## config.mk

```make
export PLATFORM = sky130hd
export DESIGN_NAME = mips_datapath
export DESIGN_NICKNAME = d
export VERILOG_FILES = /design/src/rtl/mips_datapath.sv
export SDC_FILE = /design/constraint.sdc
export NUM_CORES = 2
export LEC_CHECK = 0
export CAP_MARGIN = 20
export CORE_MARGIN = 10
export CORE_UTILIZATION = 40
export CTS_BUF_LIST = sky130_fd_sc_hd__clkbuf_4 sky130_fd_sc_hd__clkbuf_8 sky130_fd_sc_hd__clkbuf_16
export CTS_CLUSTER_SIZE = 12
export DETAILED_ROUTE_END_ITERATION = 16
export SKIP_LAST_GASP = 1
export SYNTH_ARGS = -nofsm -noshare
export SYNTH_HDL_FRONTEND = slang
export SYNTH_SLANG_ARGS = --single-unit
```

## constraint.sdc

```tcl
create_clock -name clk -period 20.1 [get_ports clk]
set_clock_uncertainty 0.1 [all_clocks]
set_input_delay 4.02 -clock clk [delete_from_list [all_inputs] [get_ports clk]]
set_output_delay 4.02 -clock clk [all_outputs]
set_load 0.02 [all_outputs]
```

## src/rtl/mips_datapath.sv

```systemverilog
// Single-cycle MIPS-32 datapath: PC, next-PC, 32x32 register file, extender, ALU, writeback mux.
// Optional macro DP_TRACE_EN adds a simulation-only write trace ($display).
`timescale 1ns/1ps
module mips_datapath #(
  parameter logic [31:0] PC_RESET = 32'h0000_3000
) (
  input  logic        clk,
  input  logic        reset,
  input  logic        IsBr,
  input  logic        Jump,
  input  logic        JType,
  input  logic        RegA3Sel,
  input  logic        SaveRA,
  input  logic [1:0]  DatatoReg,
  input  logic        RegWE,
  input  logic        ALUBSel,
  input  logic [1:0]  EXTCtrl,
  input  logic [7:0]  ALUCtrl,
  input  logic [31:0] Instr,
  input  logic [31:0] DMDataR,
  output logic [31:0] DMAdr,
  output logic [31:0] DMDataW,
  output logic [31:0] PC
);

  logic [4:0]  rs, rt, rd, shamt, a3;
  logic [15:0] imm;
  logic [25:0] index;
  logic [31:0] gpr [32];
  logic [31:0] rd1, rd2, ext, alu_b, alu_y, pc_q, pc4, wd, npc, br_off;
  logic        zero;
  logic        unused_bits;

  assign rs    = Instr[25:21];
  assign rt    = Instr[20:16];
  assign rd    = Instr[15:11];
  assign shamt = Instr[10:6];
  assign imm   = Instr[15:0];
  assign index = Instr[25:0];
  assign unused_bits = ^Instr[31:26];

  // Register 0 is hardwired; no bypass, so same-cycle reads see the old value.
  assign rd1 = (rs == 5'd0) ? 32'd0 : gpr[rs];
  assign rd2 = (rt == 5'd0) ? 32'd0 : gpr[rt];

  always_comb begin
    ext = {{16{imm[15]}}, imm};
    case (EXTCtrl)
      2'b00:   ext = {16'h0000, imm};
      2'b10:   ext = {imm, 16'h0000};
      default: ext = {{16{imm[15]}}, imm};
    endcase
  end

  assign alu_b = ALUBSel ? ext : rd2;

  always_comb begin
    alu_y = 32'd0;
    case (ALUCtrl)
      8'h00: alu_y = rd1 + alu_b;
      8'h01: alu_y = rd1 - alu_b;
      8'h02: alu_y = rd1 & alu_b;
      8'h03: alu_y = rd1 | alu_b;
      8'h04: alu_y = rd1 ^ alu_b;
      8'h05: alu_y = ~(rd1 | alu_b);
      8'h06: alu_y = {31'd0, $signed(rd1) < $signed(alu_b)};
      8'h07: alu_y = {31'd0, rd1 < alu_b};
      8'h08: alu_y = alu_b << shamt;
      8'h09: alu_y = alu_b >> shamt;
      8'h0A: alu_y = $unsigned($signed(alu_b) >>> shamt);
      8'h0B: alu_y = alu_b << rd1[4:0];
      8'h0C: alu_y = alu_b >> rd1[4:0];
      8'h0D: alu_y = $unsigned($signed(alu_b) >>> rd1[4:0]);
      default: alu_y = 32'd0;
    endcase
  end

  assign zero = (alu_y == 32'd0);
  assign pc4  = pc_q + 32'd4;

  assign a3 = SaveRA ? 5'd31 : (RegA3Sel ? rd : rt);

  always_comb begin
    wd = alu_y;
    if (SaveRA) wd = pc4;
    else begin
      case (DatatoReg)
        2'b00:   wd = alu_y;
        2'b01:   wd = DMDataR;
        2'b10:   wd = pc4;
        default: wd = ext;
      endcase
    end
  end

  assign br_off = {{14{imm[15]}}, imm, 2'b00};

  // Jump outranks branch regardless of IsBr.
  always_comb begin
    npc = pc4;
    if (Jump && !JType)   npc = {pc4[31:28], index, 2'b00};
    else if (Jump)        npc = rd1;
    else if (IsBr && zero) npc = pc4 + br_off;
  end

  always_ff @(posedge clk or negedge reset) begin
    if (!reset) pc_q <= PC_RESET;
    else        pc_q <= npc;
  end

  always_ff @(posedge clk or negedge reset) begin
    if (!reset) begin
      for (int i = 0; i < 32; i++) gpr[i] <= 32'd0;
    end else if (RegWE && (a3 != 5'd0)) begin
      gpr[a3] <= wd;
    end
  end

  assign PC      = pc_q;
  assign DMAdr   = alu_y;
  assign DMDataW = rd2;

`ifdef DP_TRACE_EN
  always @(posedge clk) begin
    if (reset) begin
      if (RegWE && (a3 != 5'd0))
        $display("@%h: $%0d <= %h", pc_q, a3, wd);
      if ((DatatoReg == 2'b01) && !RegWE)
        $display("@%h: *%h <= %h", pc_q, alu_y, rd2);
    end
  end
`endif

endmodule

```

==> flow_metrics.py <==
metrics = {
    "outcome": {
        "status": "finished clean",
    },
    "timing": {
        "max_slew.worst_pin.slew_ns": 1.20,
        "final_hold_viol_count": 0,
        "fmax_mhz": 58.3,
        "slew_headroom": 0.197,
        "fin_ws_ns": 2.95,
        "setup_viol": 0,
        "drv_slew": 0,
        "fin_tns_setup_ns": 0,
        "period_needed_ns": 17.15,
        "grt_setup_unrepaired": "no",
        "fin_crit_sh": 0.853,
    },
    "routing": {
        "drc_errors": 0,
        "drtIter0Drc": 7568,
        "wirelength_um": 284000,
        "wire_per_inst_um": 31.2,
        "vias_per_cell": 6.49,
        "routed-via-count": 59000,
        "dr.pass1.iters": 6,
        "postRouteAntennaNets": 0,
    },
    "place": {
        "place.gp.congestion": 1.06,
        "dp_hpwl_um": 188000,
        "io_buffers": 174,
        "place_ws_ns": 3.32,
    },
    "setup_path": {
        "reg2reg_from": "gpr[516]",
        "worst-r2r-setup-slack_ns": 10.59,
        "worstPathMaxFanout": 26,
        "slowest_delay_ns": 0.88,
        "crit_required_ns": 15.98,
        "critPathLaunchType": "input pin",
        "cpMaxStageDelayCell": "nor2_4",
        "cp.arrival_ns": 13.03,
        "r2r_end": "PC[16]",
        "crit_cells": 23,
        "cp_num_buf_inv": 5,
        "worst_setup_path_end_kind": "output pin",
        "setup.worst_path.class": "in2out",
        "crit_path_cell_trace": "clkdlybuf4s50_1 -> buf_4 -> nor2_4 -> buf_4 -> nand2_1 -> nand4_1 -> nand2_1 -> o21ai_0 -> ha_1 -> a221oi_1 -> o41ai_1 -> o311ai_0 -> a211oi_1 -> a22o_1 -> o211a_1 -> o41ai_1 -> a221oi_1 -> nor2_1 -> nor3_1 -> a221o_1 -> o22ai_1 -> inv_1 -> clkdlybuf4s50_1",
        "reg2reg_depth": 23,
        "crit_family": "compound AO/OA/AOI/OAI gates",
    },
    "finish": {
        "final_nets": 7000,
        "syn2layout_area_growth_pct": 10.8,
        "final_cell_mix": "nand2_1, o21ai_0, dfrtp_1",
        "drive_gt1_frac": 0.166,
        "mostFrequentLayoutCell": "nand2_1",
    },
    "cts": {
        "clockBufferDepth": 3,
        "root_buffer": "clkbuf_16",
        "cts.sinks": 1056,
        "post_cts_resize_count": 0,
        "cts_tree": "done",
        "clk_pin_slew_ns": 0.06,
        "cts_setup_buffers": 0,
        "cts_htree_levels": 3,
        "clk_latency_ns": 0.75,
        "hold_buffers": 0,
        "cts_buffers": 110,
    },
    "logic_synthesis": {
        "mappedNetlistArea_mm2": 0.0687,
        "ys_ff_latch": 1056,
        "async_flop_share": 1.00,
        "synth_cell_types": 98,
        "yosysSeqAreaShare": 0.385,
        "syn_area_per_cell_um2": 9.83,
        "synthCells": 6989,
        "synth_ff_type": "dfrtp_1",
        "syn-num-nets": 7207,
        "synth_edf_count": 0,
        "ys_warn_count": 0,
    },
    "grt": {
        "grt_pass1_vias": 57000,
        "grt_start_max_net_pins": 117,
        "antenna_found_initial": 8,
        "grt_use_total": 0.294,
        "grt_pass1_wl_um": 410000,
        "grt-ovfl-total": 0,
    },
    "hold_path": {
        "min_path_cells": 0,
        "min_path_type": "reg2reg",
        "min_from": "gpr[995]",
        "min_to": "gpr[995]",
    },
    "floorplanning": {
        "die_h_um": 434,
        "rows": 152,
        "die-area_mm2": 0.189,
        "core-area_mm2": 0.171,
        "die_w_um": 434,
        "start_util": 0.401,
        "io_pins": 181,
    },
    "power": {
        "power_density_mw_per_mm2": 90.2,
        "p_total_mw": 6.86,
        "ir_worst_vdd_mv": 0.0729,
        "p_leak_nw": 32.5,
    },
    "flow_run": {
        "max-cap-violations": 0,
    },
}
==> Yosys cell counts (all sizes together), types with 24 or more instances <==
library cell / instances / share of area
nor2b: 46 / 0.0042
a211oi: 47 / 0.0051
o22a: 27 / 0.0034
a21o: 26 / 0.0028
nor2: 275 / 0.015
nor3: 63 / 0.0046
or2: 24 / 0.0022
nand3: 62 / 0.0045
xnor2: 41 / 0.0052
o221ai: 29 / 0.0037
mux2i: 367 / 0.054
nand2: 1312 / 0.072
nand4: 56 / 0.0051
a221oi: 67 / 0.0085
a22o: 42 / 0.0054
nor4: 28 / 0.0029
mux2: 87 / 0.014
mux4: 495 / 0.16
dfrtp: 1054 / 0.38
a22oi: 53 / 0.0058
inv: 144 / 0.0079
clkbuf: 528 / 0.029
buf: 152 / 0.013
ha: 130 / 0.024
a31oi: 41 / 0.0057
o22ai: 67 / 0.0061
nand2b: 30 / 0.0027
o21ai: 1111 / 0.081
o211ai: 74 / 0.0081
a21oi: 149 / 0.011
a2111o: 31 / 0.0051
==> worst max-delay path by stage <==
stage	start	end	slack (ns)
2_1_floorplan	Instr[21]	DMAdr[29]	5.39
3_5_place_dp	Instr[22]	DMAdr[29]	3.32
5_1_grt	Instr[22]	DMAdr[29]	2.63
3_3_place_gp	Instr[22]	DMAdr[29]	3.41
6_report	Instr[19]	DMAdr[29]	2.95
4_1_cts	Instr[22]	DMAdr[29]	3.30
==> registers in the layout, summed over array words and instances (netlist names) <==
name  flops
gpr    1024
PC       32
==> final cells by class <==
| class | count | area (um2) |
|---|---|---|
| Antenna cell | 4 | 10.0 |
| Clock buffer | 167 | 3380 |
| Clock inverter | 20 | 215 |
| Fill cell | 16200 | 95100 |
| Inverter | 144 | 541 |
| Multi-Input combinational cell | 5109 | 39500 |
| Sequential cell | 1056 | 26400 |
| Tap cell | 2233 | 2790 |
| Timing Repair Buffer | 361 | 3210 |
==> through the flow <==
step	util	area (um2)	cells	hold slack, ns
6_report	0.444	76100	9094	0.280
5_1_grt	0.444	76100	9091	0.287
4_1_cts	0.444	76000	9088	0.278
3_5_place_dp	0.423	72400	8901	0.265
3_3_place_gp	0.423	72400	8899	0.263
2_1_floorplan	-	68700	6989	0.325
==> metal layers <==
| layer | GRT usage | vias to the layer above | share of wire |
|---|---|---|---|
| li1 | - | 25300 | - |
| met1 | 0.379 | 29500 | 0.39 |
| met2 | 0.448 | 3293 | 0.44 |
| met3 | 0.0659 | 911 | 0.095 |
| met4 | 0.191 | 6 | 0.079 |
| met5 | 0 | - | 0.00014 |
==> worst reg2reg max path, stage by stage (launching register included) <==
cell and delay (ns):
dfrtp_1 0.40, mux4_2 0.49, a22o_1 0.26, a21oi_1 0.60, nand2_1 0.42, inv_1 0.46
ha_1 0.42, nor2b_1 0.17, o21ai_0 0.13, o41ai_1 0.14, o311ai_0 0.86, a211oi_1 0.33
a22o_1 0.38, a221o_1 0.32, a21oi_1 0.22, o221ai_1 0.32, or3_4 0.52, or4_1 0.40
or4_1 0.39, or4_1 0.54, or4_1 0.45, buf_4 0.24, nor2_4 0.50, o311ai_0 0.27
==> logic make-up (layout without fill, tap and decap cells) <==
kind of cell    after synthesis  in the layout  synth area share
flops                      1056           1056             0.385
mux                         949            949             0.230
xor+xnor                     64             64           0.00816
compound gates             1958           1958             0.178
buf+inv                     824            692            0.0494
fa+ha+maj                   133            133            0.0246
simple gates               2005           2005             0.125
other cells                   0              4                 0
==> report_power, final <==
group,internal (mW),total (mW),switching [mW]
Clock,1.19,2.07,0.883
Combinational,0.809,2.03,1.22
Sequential,2.48,2.76,0.276
Total,4.48,6.86,2.38
Power figures use the tool's default switching activity.
